`config.mk`:
```
export PLATFORM = sky130hd
export DESIGN_NAME = arm_multicycle_ctrl
export DESIGN_NICKNAME = d
export VERILOG_FILES = /design/src/rtl/arm_multicycle_ctrl.sv
export SDC_FILE = /design/constraint.sdc
export NUM_CORES = 1
export LEC_CHECK = 0
export ABC_AREA = 1
export BUFFER_PORTS_ARGS = -buffer_cell sky130_fd_sc_hd__buf_2
export CORE_MARGIN = 10
export CORE_UTILIZATION = 57
export CTS_CLUSTER_DIAMETER = 150
export DETAILED_ROUTE_END_ITERATION = 12
export GPL_TIMING_DRIVEN = 0
export HOLD_SLACK_MARGIN = 0.03
export PLACE_DENSITY = 0.86
export SYNTH_ARGS = -nofsm -noshare
export SYNTH_HDL_FRONTEND = slang
export SYNTH_SLANG_ARGS = --single-unit
```
`constraint.sdc`:
```
create_clock -name clk -period 4.55 [get_ports clk]
set_clock_uncertainty 0.15 [all_clocks]
set_input_delay 0.91 -clock clk [delete_from_list [all_inputs] [get_ports clk]]
set_output_delay 0.91 -clock clk [all_outputs]
set_load 0.05 [all_outputs]
```
`src/rtl/arm_multicycle_ctrl.sv`:
```
// Main control FSM for the multicycle ARM core. It sequences fetch, decode, execute, memory and writeback,
// and counts retired instructions. Define MEM_WAIT_EN to stall FETCH/MEMREAD/MEMWRITE until mem_ready.
module arm_multicycle_ctrl #(
  parameter int CNT_W = 32
) (
  input  logic             clk,
  input  logic             reset,
  input  logic [1:0]       Op,
  input  logic [5:0]       Funct,
  input  logic [3:0]       Rd,
  input  logic [3:0]       Instr,
  input  logic             cond_ex,
  input  logic             mem_ready,
  output logic             IRWrite,
  output logic             NextPC,
  output logic             AdrSrc,
  output logic [1:0]       ALUSrcA,
  output logic [1:0]       ALUSrcB,
  output logic [1:0]       ResultSrc,
  output logic             ALUOp,
  output logic             RegW,
  output logic             MemW,
  output logic             Branch,
  output logic             linkSelect,
  output logic             PCS,
  output logic             instr_done,
  output logic [CNT_W-1:0] instr_count
);

  typedef enum logic [3:0] {
    FETCH    = 4'd0,
    DECODE   = 4'd1,
    MEMADR   = 4'd2,
    MEMREAD  = 4'd3,
    MEMWB    = 4'd4,
    MEMWRITE = 4'd5,
    EXECUTER = 4'd6,
    EXECUTEI = 4'd7,
    ALUWB    = 4'd8,
    LINK     = 4'd9,
    BRANCH   = 4'd10
  } state_t;

  state_t state, state_next;
  logic   mem_ok;
  logic   unused_bits;

`ifdef MEM_WAIT_EN
  assign mem_ok      = mem_ready;
  assign unused_bits = ^{Funct[2:1], Instr[2:1]};
`else
  assign mem_ok      = 1'b1;
  assign unused_bits = ^{Funct[2:1], Instr[2:1], mem_ready};
`endif

  // NOTE: sequential state uses non-blocking assignments so every flop samples pre-edge values.
  always_ff @(posedge clk) begin
    if (reset) begin
      state       <= FETCH;
      instr_count <= '0;
    end else begin
      state <= state_next;
      if (instr_done) instr_count <= instr_count + CNT_W'(1);
    end
  end

  always_comb begin
    // NOTE: every output gets a default first so no path through the case infers a latch.
    state_next = FETCH;
    IRWrite    = 1'b0;
    NextPC     = 1'b0;
    AdrSrc     = 1'b0;
    ALUSrcA    = 2'b00;
    ALUSrcB    = 2'b00;
    ResultSrc  = 2'b00;
    ALUOp      = 1'b0;
    RegW       = 1'b0;
    MemW       = 1'b0;
    Branch     = 1'b0;
    linkSelect = 1'b0;
    instr_done = 1'b0;

    case (state)
      FETCH: begin
        ALUSrcA   = 2'b01;
        ALUSrcB   = 2'b10;
        ResultSrc = 2'b10;
        if (mem_ok) begin
          IRWrite    = 1'b1;
          NextPC     = 1'b1;
          state_next = DECODE;
        end else begin
          state_next = FETCH;
        end
      end
      DECODE: begin
        ALUSrcA   = 2'b01;
        ALUSrcB   = 2'b10;
        ResultSrc = 2'b10;
        // A failed condition or an undefined opcode retires here and returns to FETCH.
        if (!cond_ex) begin
          instr_done = 1'b1;
        end else begin
          case (Op)
            2'b00: begin
              if (!Funct[5] && Instr[3] && Instr[0]) state_next = MEMADR;
              else if (Funct[5])                     state_next = EXECUTEI;
              else                                   state_next = EXECUTER;
            end
            2'b01:   state_next = MEMADR;
            2'b10:   state_next = Funct[4] ? LINK : BRANCH;
            default: instr_done = 1'b1;
          endcase
        end
      end
      MEMADR: begin
        ALUSrcB    = 2'b01;
        state_next = Funct[0] ? MEMREAD : MEMWRITE;
      end
      MEMREAD: begin
        AdrSrc     = 1'b1;
        state_next = mem_ok ? MEMWB : MEMREAD;
      end
      MEMWB: begin
        ResultSrc  = 2'b01;
        RegW       = 1'b1;
        instr_done = 1'b1;
      end
      MEMWRITE: begin
        AdrSrc = 1'b1;
        MemW   = 1'b1;
        if (mem_ok) instr_done = 1'b1;
        else        state_next = MEMWRITE;
      end
      EXECUTER, EXECUTEI: begin
        ALUSrcB = (state == EXECUTEI) ? 2'b01 : 2'b00;
        ALUOp   = 1'b1;
        if (Funct[4:3] == 2'b10) instr_done = 1'b1;
        else                     state_next = ALUWB;
      end
      ALUWB: begin
        RegW       = 1'b1;
        instr_done = 1'b1;
      end
      LINK: begin
        ALUSrcA    = 2'b01;
        ALUSrcB    = 2'b10;
        ResultSrc  = 2'b10;
        RegW       = 1'b1;
        linkSelect = 1'b1;
        state_next = BRANCH;
      end
      BRANCH: begin
        ALUSrcB    = 2'b01;
        ResultSrc  = 2'b10;
        Branch     = 1'b1;
        instr_done = 1'b1;
      end
      default: state_next = FETCH;
    endcase

    // Reset masks everything so no write completes in the cycle it is asserted.
    if (reset) begin
      IRWrite    = 1'b0;
      NextPC     = 1'b0;
      AdrSrc     = 1'b0;
      ALUSrcA    = 2'b00;
      ALUSrcB    = 2'b00;
      ResultSrc  = 2'b00;
      ALUOp      = 1'b0;
      RegW       = 1'b0;
      MemW       = 1'b0;
      Branch     = 1'b0;
      linkSelect = 1'b0;
      instr_done = 1'b0;
    end
  end

  assign PCS = (RegW && (Rd == 4'hF)) || Branch;

endmodule
```
After elaboration in Yosys (flattened, before gate mapping)
Index checks and enable logic that the tools add are counted.
{"block": "totals", "output_inout_bits": 48, "mem_bits_ro": 0, "word_cells": 66, "latchBits": 0, "memories": 0, "regBits": 36, "in_bits": 20, "ramBits": 0}
{"block": "classes", "reduce_logical": 15, "n_mux": 34, "eq_ne": 14, "n_div": 0, "magnitude_cmp": 0, "n_shift": 0, "bitwise_logic": 0, "add_sub_neg": 1, "mul": 0}
{"op": "$add 32x1->32 const B", "n": 1}
{"op": "$pmux 4 s6", "n": 1}
{"op": "$mux 1", "n": 21}
{"op": "$eq 4x3->1 const B", "n": 4}
{"op": "$eq 4x4->1 const B", "n": 4}
{"op": "$pmux 4 s3", "n": 1}
{"op": "$reduce_or 3->1", "n": 3}
{"op": "$eq 4x2->1 const B", "n": 2}
{"op": "$mux 2", "n": 4}
{"op": "$mux 4", "n": 2}
{"op": "$reduce_or 4->1", "n": 2}
{"op": "$mux 3", "n": 2}
{"op": "$pmux 2 s3", "n": 1}
{"op": "$reduce_or 2->1", "n": 3}
{"op": "$eq 2x2->1 const B", "n": 2}
{"op": "$eq 4x1->1 const B", "n": 1}
{"op": "$logic_not 4->1", "n": 1}
{"op": "$pmux 2 s2", "n": 1}
{"op": "$logic_and 1x1->1", "n": 3}
{"op": "$pmux 1 s3", "n": 1}
{"op": "$eq 2x1->1 const B", "n": 1}
{"op": "$logic_not 2->1", "n": 1}
{"op": "$logic_not 1->1", "n": 1}
{"op": "$logic_or 1x1->1", "n": 1}

Depth between registers and ports, before layout
Gate-level depths: netlist (run 1).
{"block": "logic_depth", "ltp_word": 7, "depth_mapped": 12, "depth_no_buf": 11}

Worst setup path before layout (run 1)
OpenSTA, ideal clock, no wires.
{"block": "synth_path", "path_kind": "input port to output port", "start": "in reset", "end": "out NextPC", "path_slack_ps": 673, "path_buffers": 3, "t_required_ps": 3490, "path_stages": 4, "t_arrival_ps": 2817, "cell_sequence": "buf_2 clkbuf_1 nor3_1 buf_4"}
{"block": "synth_via", "elab_chain_len": 1}
{"item": "start, declared", "line": "7", "source": "input logic reset,"}
{"item": "$mux 1"}
{"item": "end, declared", "line": "15", "source": "output logic NextPC,"}
No other way between the ends.

Worst setup path after layout (run 1)
{"block": "layout_path", "start": "in reset", "end": "out MemW"}
{"block": "layout_via", "elab_chain_len": 1}
{"item": "$mux 1", "line": "163", "source": "if (reset) begin"}
{"item": "end, declared", "line": "22", "source": "output logic MemW,"}
No other way between the ends.

==> results of run 1 <==
-- worst paths after layout --
check | startpoint | to | slack, ps | depth (start not counted)
min reg2reg | instr_count[31] | instr_count[31] | 340 | 2
max | reset | MemW | 1190 | 5
min | instr_count[31] | instr_count[31] | 340 | 2
max reg2reg | instr_count[0] | instr_count[30] | 2570 | 10
-- layer usage --
layer  global-route usage [%]  up-vias  wire length, microns
li1                         -     1462                     -
met1                     25.3     1260                  3310
met2                     32.8       97                  3280
met3                     4.59       17                   505
met4                     7.19        0                   170
met5                        0        -                     0
-- cells by family after synthesis --
family,synth area share [%]
other cells,0.153
buf+inv,9.01
fa+ha+maj,0.512
compound gates,8.91
simple gates,49.1
flops,29.5
xor+xnor,2.87
-- metrics by stage --
| step | hold WS [ps] | total power, uW | instance area [sq um] | cells |
|---|---|---|---|---|
| after floorplan | 484 | 420 | 2440 | 425 |
| after global placement | 327 | 449 | 2810 | 535 |
| after detailed placement | 332 | 451 | 2810 | 535 |
| after CTS | 345 | 745 | 2920 | 543 |
| after global routing | 405 | 767 | 2920 | 543 |
| final | 344 | 743 | 2920 | 543 |
-- critical path: stages --
cell and delay [ps]:
buf_2 230, clkbuf_1 360, clkbuf_1 460, nor2_1 100
buf_2 230
-- placed cells by master, fill, tap and decap left out, drive strengths merged --
master / Yosys / routed
o21ai: 6 / 6
xnor2: 1 / 1
o21bai: 1 / 1
a31oi: 3 / 3
nor3b: 1 / 1
nand3: 25 / 25
inv: 37 / 38
nand3b: 1 / 1
bufinv: 0 / 1
clkbuf: 4 / 9
nor2: 97 / 97
xor2: 7 / 7
clkinv: 2 / 2
conb: 1 / 1
nand4: 3 / 3
ha: 1 / 1
clkinvlp: 0 / 1
dfxtp: 36 / 36
nor3: 4 / 4
a211oi: 2 / 2
o2bb2ai: 1 / 1
buf: 7 / 67
nand2: 158 / 158
a221oi: 2 / 2
and3: 1 / 1
a21oi: 24 / 24
-- cell type report --
| type | instances | area [sq um] |
|---|---|---|
| plain buffers | 11 | 73.8 |
| clock buffers | 5 | 68.8 |
| clock inverters | 3 | 46.3 |
| fillers | 373 | 1160 |
| inverters | 39 | 146 |
| multi-input cells | 339 | 1500 |
| flip-flops and latches | 36 | 721 |
| well taps | 50 | 62.6 |
| repair buffers | 60 | 300 |
-- flip-flops by register name, indices dropped and copies added, names as in the netlist --
register / flops
state: 4
instr_count: 32
-- power breakdown --
| group | switching [uW] | internal (uW) | total (uW) |
|---|---|---|---|
| logic | 85.6 | 32.1 | 118 |
| clock network | 134 | 165 | 299 |
| registers | 6.43 | 319 | 325 |
==> key figures, run 1 <==
Logic synthesis
  • Number of enable-type register cells in the synthesized netlist: 0
  • Leading post-synthesis cells by instance count: nand2_1 (155), nor2_1 (91), dfxtp_1 (36)
  • Post-Syn Nets: roughly 450
  • Cell Area, Synth: ~0.0024 sq mm
  • Leading register cell type out of synthesis: dfxtp_1
  • Leading post-synthesis cells by cell area: dfxtp_1 (29%), nand2_1 (24%), nor2_1 (14%), inv_1 (5.4%), a21oi_1 (4.9%)
  • Count leader, synth: nand2_1
  • Fraction of post-synthesis cell area in the top cell type by area: between 20% and 30%
  • Proportion of synthesized chip area in sequential cells: between 20% and 30%
  • Synth async-reset ratio: 0%
  • Post-Syn Area per Cell: around 5.7 sq um
  • Synth warn: 0
  • Yosys top cell by area: dfxtp_1
  • Gate Count Post-Synth: about 430
  • Number of synthesized register bits: 36
  • Yosys cell types: 34

Clock tree
  • TritonCTS clock tree: done
  • Number of post-CTS setup repair buffers: 0
  • Max clock buf depth: 2
  • Number of sinks handled by clock tree synthesis: 36
  • CTS Hold Buffers Added: 0
  • CTS buffer count: 5
  • Root Buffer: clkbuf_8
  • Level count of the clock H-tree: 2
  • Post-cts sizing count: 0
  • Clk slew on worst S/H paths: 80 ps
  • Clock latency on the worst-skew pair: 300 ps

Floorplanning
  • Initial Utilization: 59.8%
  • Die width: 85.5 microns
  • Rows: 23
  • Area of the core region: 0.00409 sq mm
  • Area enclosed by the die boundary: roughly 0.0073 sq mm
  • Number of ports placed on the die boundary: approximately 70
  • Floorplan die height: 85.5 microns

Final layout
  • Diode count: 0
  • Ratio of cells with drive above 1 in the final layout: around 18%
  • Area growth from synthesis to final layout: 19.6%
  • Final core utilization: a little under three quarters
  • Number of nets at the end of the flow: 513

Worst setup path
  • Type of the worst setup path: in -> out
  • Startpoint types: primary input
  • Sort of element at the end of the critical path: primary output
  • Arrival @ worst endpoint: 2300 ps
  • Worst-path fanout max: 10
  • Worst endpoint required time: around 3500 ps

Power and ir drop
  • Power density cells: approximately 250 mW/mm^2
  • Peak supply drop: roughly 140 uV
  • Reported leakage power: between 0.001 and 0.0015 uW

Timing
  • Accumulated negative setup slack: 0 ps
  • Number of hold violations in the final report: 0
  • Final worst path period share: about 74%
  • Fin worst setup slack: 1190 ps
  • Final Critical Period: 3360 ps
  • Fin. max-slew vios: 0
  • Top achievable clock speed: between 200 and 300 MHz
  • Max-slew headroom: 66.0%
  • Final Setup Violations: 0
  • Transition at the pin with the smallest max-transition slack: roughly 500 ps
  • Setup repair after global routing missed its margin: false

Global route
  • Wire length of the first global-routing pass: around 12 mm
  • Total global-route track usage: 20.2%
  • Congestion Overflow GR: 0
  • Initial antenna violation count: 0
  • Largest net degree at the start of global routing: 14
  • Number of global-route vias before repair: around 2700

Route
  • Routed wire length per instance: approximately 13 microns
  • Drc violations: 0
  • Total via count in the routed design: around 2800
  • WL final: 7.27 mm
  • ANT nets after route: 0
  • Number of detailed-route iterations in the first pass: 5
  • Per-cell via count in the routed design: 5.22
  • Count of routing violations after the opening detailed-route iteration: roughly 290

Placement
  • Routability congestion estimate: about 0.96
  • Number of buffers inserted by port buffering: 60
  • Post-detail-place hpwl: between 5 and 6 mm
  • Worst setup slack before clock tree synthesis: 1200 ps

Outcome
  • Run status: finished clean

Hold path
  • Worst hold path class: reg -> reg

Job
  • Max-cap viol count: 0
No activity file was read; power rests on OpenSTA's default activity.
==> run 2, diff against run 1 <==
--- a/config.mk
+++ b/config.mk
@@ -8,12 +8,12 @@
 export ABC_AREA = 1
 export BUFFER_PORTS_ARGS = -buffer_cell sky130_fd_sc_hd__buf_2
 export CORE_MARGIN = 10
-export CORE_UTILIZATION = 57
+export CORE_UTILIZATION = 53
 export CTS_CLUSTER_DIAMETER = 150
 export DETAILED_ROUTE_END_ITERATION = 12
 export GPL_TIMING_DRIVEN = 0
 export HOLD_SLACK_MARGIN = 0.03
-export PLACE_DENSITY = 0.86
+export PLACE_DENSITY = 0.81
 export SYNTH_ARGS = -nofsm -noshare
 export SYNTH_HDL_FRONTEND = slang
 export SYNTH_SLANG_ARGS = --single-unit
==> constraint.sdc (replaced) <==
create_clock -name clk -period 3.1 [get_ports clk]
set_clock_uncertainty 0.15 [all_clocks]
set_input_delay 0.62 -clock clk [delete_from_list [all_inputs] [get_ports clk]]
set_output_delay 0.62 -clock clk [all_outputs]
set_load 0.05 [all_outputs]
==> key figures, run 2 (same netlist as run 1, synthesis figures left out) <==
Final layout
  • Most common cell after layout, fill and taps aside: nand2_1
  • Commonest cells after routing, fill and taps aside: nand2_1 (155), nor2_1 (91), buf_2 (62), dfxtp_1 (36), inv_1 (35)
  • Ratio of cells with drive above 1 in the final layout: 18.1% (+0.20 points)
  • Largest registers: instr_count x32, state x4
  • Area growth from synthesis to final layout: 19.7%
  • Register name with the most flops: instr_count
  • Number of nets at the end of the flow: 513 (unchanged)
  • Diode count: 0 (unchanged)
  • Max FFs per register: 32 (unchanged)

Worst setup path
  • Beginning of the worst register-to-register path: instr_count[0]
  • Worst endpoint required time: 2330 ps (-1160 ps)
  • Worst setup path endpoint: ResultSrc[0]
  • Minimum setup slack among reg-to-reg paths: 1120 ps (-1450 ps)
  • Sort of element at the end of the critical path: primary output
  • CP max-delay cell: clkbuf_1
  • Destination of the worst register-to-register timing path: instr_count[30]
  • Critical Path Source: reset
  • Startpoint types: primary input
  • Type of the worst setup path: in -> out
  • Peak per-stage delay on the critical path: 430 ps (-30 ps)
  • Worst-path fanout max: 10 (unchanged)
  • Worst path cell trace: buf_2 > clkbuf_1 > clkbuf_1 > nor2_1 > buf_2
  • Arrival @ worst endpoint: 2010 ps (-290 ps)
  • Register-to-Register Path Depth: 9 (-1)

Route
  • ANT nets after route: 0 (unchanged)
  • Routed wire length per instance: 13.2 microns (-1.3%)
  • Total via count in the routed design: 2846 (+0.35%)
  • Per-cell via count in the routed design: 5.22 (about the same)
  • Count of routing violations after the opening detailed-route iteration: 290 (+1.0%)
  • WL final: 7.20 mm (-0.96%)
  • Drc violations: 0 (unchanged)
  • Number of detailed-route iterations in the first pass: 7 (+2)

Clock tree
  • Number of sinks handled by clock tree synthesis: 36 (unchanged)
  • Clock latency on the worst-skew pair: 300 ps (about the same)
  • Level count of the clock H-tree: 2 (unchanged)
  • TritonCTS clock tree: done
  • Root Buffer: clkbuf_8
  • Clk slew on worst S/H paths: 80 ps (about the same)
  • Max clock buf depth: 2 (unchanged)
  • Post-cts sizing count: 0 (unchanged)
  • CTS Hold Buffers Added: 0 (unchanged)
  • Number of post-CTS setup repair buffers: 0 (unchanged)
  • CTS buffer count: 5 (unchanged)

Floorplanning
  • Rows: 24 (+4.3%)
  • Initial Utilization: 55.4% (-4.4 points)
  • Number of ports placed on the die boundary: 68 (unchanged)
  • Die width: 87.9 microns (+2.8%)
  • Floorplan die height: 87.9 microns (+2.8%)
  • Area enclosed by the die boundary: 0.00773 sq mm (+5.8%)
  • Area of the core region: 0.00441 sq mm (+8.0%)

Hold path
  • Worst hold path class: reg -> reg

Job
  • Max-cap viol count: 0 (unchanged)

Placement
  • Post-detail-place hpwl: 5.75 mm (-1.4%)
  • Number of buffers inserted by port buffering: 60 (unchanged)
  • Routability congestion estimate: 0.910 (-5.7%)

Global route
  • Largest net degree at the start of global routing: 13 (-1)
  • Initial antenna violation count: 0 (unchanged)
  • Total global-route track usage: 19.5% (-0.61 points)
  • Wire length of the first global-routing pass: 12.5 mm (+1.5%)
  • Congestion Overflow GR: 0 (unchanged)
  • Number of global-route vias before repair: 2747 (+2.5%)

Timing
  • Accumulated negative setup slack: 0 ps (unchanged)
  • Number of hold violations in the final report: 0 (unchanged)
  • Fin. max-slew vios: 0 (unchanged)
  • Final Critical Period: ~2800 ps
  • Top achievable clock speed: between 300 and 400 MHz
  • Fin Hold WS: 347 ps (+2.83 ps)
  • Setup repair after global routing missed its margin: false
  • Final Setup Violations: 0 (unchanged)
  • Final worst path period share: between 80 and 90%

Power and ir drop
  • Power density cells: 368 mW/mm^2 (+45%)
  • Cell-internal power: 754 uW (+46%)
  • Peak supply drop: 251 uV (+78%)
  • Net switching share of the total power: 30.0% (-0.50 points)
  • Reported leakage power: 0.00129 uW (about the same)
  • Portion of total power attributed to combinational logic: 16.1% (+0.2 points)
  • Share of total power in sequential cells: 44.5% (+0.7 points)
  • Net switching power: 322 uW (+43%)
  • Part of the total power dissipated in the clock network: 39.5% (-0.8 points)

Outcome
  • Run status: finished clean
## run 2: cell types whose count changed in the layout (fill, tap and decap cells not counted)
cell,delta
clkinv_2,+1
inv_6,-1
nor3_1,-1
nor3_2,+1
## run 2: routing by layer
| layer | share of wire (%) | up-vias | GRT usage (%) | wire (microns) |
|---|---|---|---|---|
| met5 | 0 | - | 0 | 0 |
| met4 | 1.2 | 0 | 5.51 | 87 |
| met3 | 8.6 | 9 | 4.18 | 620 |
| met2 | 47 | 108 | 32.5 | 3370 |
| met1 | 43 | 1274 | 24.7 | 3120 |
| li1 | - | 1455 | - | - |
## run 2: worst max-delay path: cells and delay by family
family	cells	cell delay, ps
AND/OR/NAND/NOR	1	90
buffers and inverters	4	1290
## run 2: worst min path at each step
stage                                from  slack, ps  cells past startpoint              end
final                     instr_count[31]        350                      2  instr_count[31]
after global routing      instr_count[28]        390                      2  instr_count[28]
after CTS                 instr_count[31]        350                      2  instr_count[31]
after detailed placement  instr_count[31]        340                      2  instr_count[31]
after global placement    instr_count[31]        330                      2  instr_count[31]
after floorplan                  state[3]        500                      3         state[0]
## run 2: final cells by class
class / count / area [sq um]
multi-input combinational: 339 / 1510
sequential: 36 / 721
fill: 450 / 1490
tap: 52 / 65.1
clock inverter: 3 / 42.5
inverter: 39 / 146
buffer: 11 / 73.8
timing repair buffer: 60 / 300
clock buffer: 5 / 68.8
## run 2: power groups by stage
stage / clock network (uW) / logic [uW] / registers (uW)
4_1_cts: 428 / 173 / 478
2_1_floorplan: 0 / 118 / 499
3_5_place_dp: 0 / 173 / 489
3_3_place_gp: 0 / 171 / 489
5_1_grt: 447 / 189 / 480
6_report: 425 / 173 / 478
## run 2: per-stage QoR
step | cell area, sq um | utilization, % | total power (uW) | std cells | worst slack (ps)
2_1_floorplan | 2450 | - | 617 | 425 | 117
3_3_place_gp | 2810 | 63.7 | 660 | 537 | 336
3_5_place_dp | 2810 | 63.7 | 662 | 537 | 337
4_1_cts | 2930 | 66.3 | 1080 | 545 | 330
5_1_grt | 2930 | 66.3 | 1120 | 545 | 165
6_report | 2930 | 66.3 | 1080 | 545 | 321
==> run 3, diff against run 2 <==
--- a/config.mk
+++ b/config.mk
@@ -8,12 +8,13 @@
 export ABC_AREA = 1
 export BUFFER_PORTS_ARGS = -buffer_cell sky130_fd_sc_hd__buf_2
 export CORE_MARGIN = 10
-export CORE_UTILIZATION = 53
+export CORE_UTILIZATION = 57
 export CTS_CLUSTER_DIAMETER = 150
 export DETAILED_ROUTE_END_ITERATION = 12
 export GPL_TIMING_DRIVEN = 0
 export HOLD_SLACK_MARGIN = 0.03
-export PLACE_DENSITY = 0.81
+export MAX_ROUTING_LAYER = met4
+export PLACE_DENSITY = 0.86
 export SYNTH_ARGS = -nofsm -noshare
 export SYNTH_HDL_FRONTEND = slang
 export SYNTH_SLANG_ARGS = --single-unit
==> constraint.sdc (replaced) <==
create_clock -name clk -period 3.6 [get_ports clk]
set_clock_uncertainty 0.15 [all_clocks]
set_input_delay 0.72 -clock clk [delete_from_list [all_inputs] [get_ports clk]]
set_output_delay 0.72 -clock clk [all_outputs]
set_load 0.05 [all_outputs]
==> key figures, run 3 (same netlist as run 1, synthesis figures left out) <==
Floorplanning
  • Die width: 85.5 microns (-2.8%)
  • Area enclosed by the die boundary: 0.00731 sq mm (-5.4%)
  • Initial Utilization: 59.8% (+4.4 points)
  • Area of the core region: 0.00409 sq mm (-7.4%)
  • Floorplan die height: 85.5 microns (-2.8%)
  • Rows: 23 (-4.2%)
  • Number of ports placed on the die boundary: 68 (unchanged)

Final layout
  • Diode count: 0 (unchanged)
  • Area occupied by registers: 721 sq um (unchanged)
  • Number of fill cells in the layout: 403 (-10%)
  • Max FFs per register: 32 (unchanged)
  • Ratio of cells with drive above 1 in the final layout: 17.8% (-0.20 points)
  • Commonest cells after routing, fill and taps aside: nand2_1 (155), nor2_1 (91), buf_2 (62), dfxtp_1 (36), inv_1 (35)
  • Most common cell after layout, fill and taps aside: nand2_1
  • Register name with the most flops: instr_count
  • Number of nets at the end of the flow: 513 (unchanged)
  • Largest registers: instr_count x32, state x4
  • Area growth from synthesis to final layout: 18.8%
  • Area of the multi-input gates: 0.00150 sq mm (-0.33%)
  • Non-Filler Instances: 543 (-0.37%)

Job
  • Max-cap viol count: 0 (unchanged)

Worst setup path
  • Worst-path fanout max: 10 (unchanged)
  • Minimum setup slack among reg-to-reg paths: 1530 ps (+410 ps)
  • Destination of the worst register-to-register timing path: instr_count[14]
  • Type of the worst setup path: in -> out
  • Register-to-Register Path Depth: 8 (-1)
  • Startpoint types: primary input
  • Sort of element at the end of the critical path: primary output
  • Worst endpoint required time: 2730 ps (+400 ps)
  • Arrival @ worst endpoint: 2110 ps (+100 ps)
  • Beginning of the worst register-to-register path: instr_count[0]

Power and ir drop
  • Cell-internal power: 599 uW (-21%)
  • Net switching power: 276 uW (-14%)
  • Portion of total power attributed to combinational logic: 17.0% (+0.9 points)
  • Peak supply drop: 228 uV (-9.1%)
  • Net switching share of the total power: 31.6% (+1.6 points)
  • Part of the total power dissipated in the clock network: 36.0% (-3.5 points)
  • Reported leakage power: 0.00128 uW (-0.95%)
  • Share of total power in sequential cells: 47.0% (+2.5 points)
  • Power density cells: 301 mW/mm^2 (-18%)

Timing
  • Final Setup Violations: 0 (unchanged)
  • Max-slew headroom: 65.7%
  • Setup repair after global routing missed its margin: false
  • Number of hold violations in the final report: 0 (unchanged)
  • Top achievable clock speed: around 340 MHz
  • Fin Hold WS: 345 ps (-2.01 ps)
  • Transition at the pin with the smallest max-transition slack: around 500 ps
  • Fin. max-slew vios: 0 (unchanged)
  • Fin worst setup slack: 621 ps (+299 ps)
  • Final worst path period share: 82.8%
  • Accumulated negative setup slack: 0 ps (unchanged)
  • Final Critical Period: between 2000 and 3000 ps

Clock tree
  • Number of post-CTS setup repair buffers: 0 (unchanged)
  • TritonCTS clock tree: done
  • CTS Hold Buffers Added: 0 (unchanged)
  • Level count of the clock H-tree: 2 (unchanged)
  • Max clock buf depth: 2 (unchanged)
  • Post-cts sizing count: 0 (unchanged)
  • Clock latency on the worst-skew pair: 290 ps (about the same)
  • Clk slew on worst S/H paths: 80 ps (about the same)
  • Root Buffer: clkbuf_8
  • CTS buffer count: 5 (unchanged)
  • Number of sinks handled by clock tree synthesis: 36 (unchanged)

Route
  • WL final: 7.39 mm (+2.7%)
  • ANT nets after route: 0 (unchanged)
  • Routed wire length per instance: 13.6 microns (+3.1%)
  • Total via count in the routed design: 2872 (+0.91%)
  • Per-cell via count in the routed design: 5.29 (+1.3%)
  • Drc violations: 0 (unchanged)
  • Count of routing violations after the opening detailed-route iteration: 267 (-7.9%)
  • Number of detailed-route iterations in the first pass: 12 (+5)

Global route
  • Congestion Overflow GR: 0 (unchanged)
  • Largest net degree at the start of global routing: 13 (unchanged)
  • Wire length of the first global-routing pass: 12.6 mm (+0.88%)
  • Number of global-route vias before repair: 2773 (+0.95%)
  • Initial antenna violation count: 0 (unchanged)
  • Total global-route track usage: 20.9% (+1.4 points)

Hold path
  • Worst hold path depth: 2 (unchanged)
  • Hold Path Origin: instr_count[31]
  • Hold EP: instr_count[31]
  • Worst hold path class: reg -> reg

Placement
  • Routability congestion estimate: 0.979 (+7.6%)
  • Worst setup slack before clock tree synthesis: 637 ps (+300 ps)
  • Number of buffers inserted by port buffering: 60 (unchanged)
  • Post-detail-place hpwl: 5.92 mm (+3.0%)
  • Total placed cells including tap cells: 535 (-0.37%)

Outcome
  • Run status: finished clean
[run 3: worst max-delay path by stage]
stage | cells past startpoint | end | slack [ps] | startpoint
2_1_floorplan | 4 | NextPC | 100 | reset
3_3_place_gp | 5 | ResultSrc[0] | 640 | reset
3_5_place_dp | 5 | ResultSrc[0] | 640 | reset
4_1_cts | 5 | ResultSrc[0] | 630 | reset
5_1_grt | 5 | ALUOp | 510 | reset
6_report | 5 | ResultSrc[0] | 620 | reset
[run 3: cell type report]
cell class / instances / area share, %
tap: 50 / 2.15
buffer: 11 / 2.54
multi-input combinational: 339 / 51.7
inverter: 39 / 5.04
clock buffer: 6 / 2.84
sequential: 36 / 24.8
timing repair buffer: 60 / 10.3
clock inverter: 2 / 0.517
[run 3: critical path, cell delays in order]
cell and delay [ps]:
buf_2 230, clkbuf_1 380, clkbuf_1 450, nor2_1 100
buf_2 230
[run 3: layer usage]
layer / GRT usage [%] / vias up / share of wire (%)
li1: - / 1460 / -
met5: - / - / 0
met3: 4.49 / 19 / 7.5
met4: 8.23 / 0 / 2.9
met1: 25.0 / 1273 / 43
met2: 33.3 / 120 / 46
[run 3: power groups by stage]
stage               logic [uW]  registers (uW)  clock network [uW]
finish                     149             412                 315
global route               163             413                 333
detailed placement         149             421                   0
floorplan                  101             430                   0
global placement           147             421                   0
CTS                        149             411                 317
[run 3: through the flow]
step                instance area [sq um]  util [%]  total power, uW
finish                               2900      71.1              875
global route                         2900      71.1              909
CTS                                  2900      71.1              877
detailed placement                   2810      68.7              570
global placement                     2810      68.7              568
floorplan                            2440         -              531
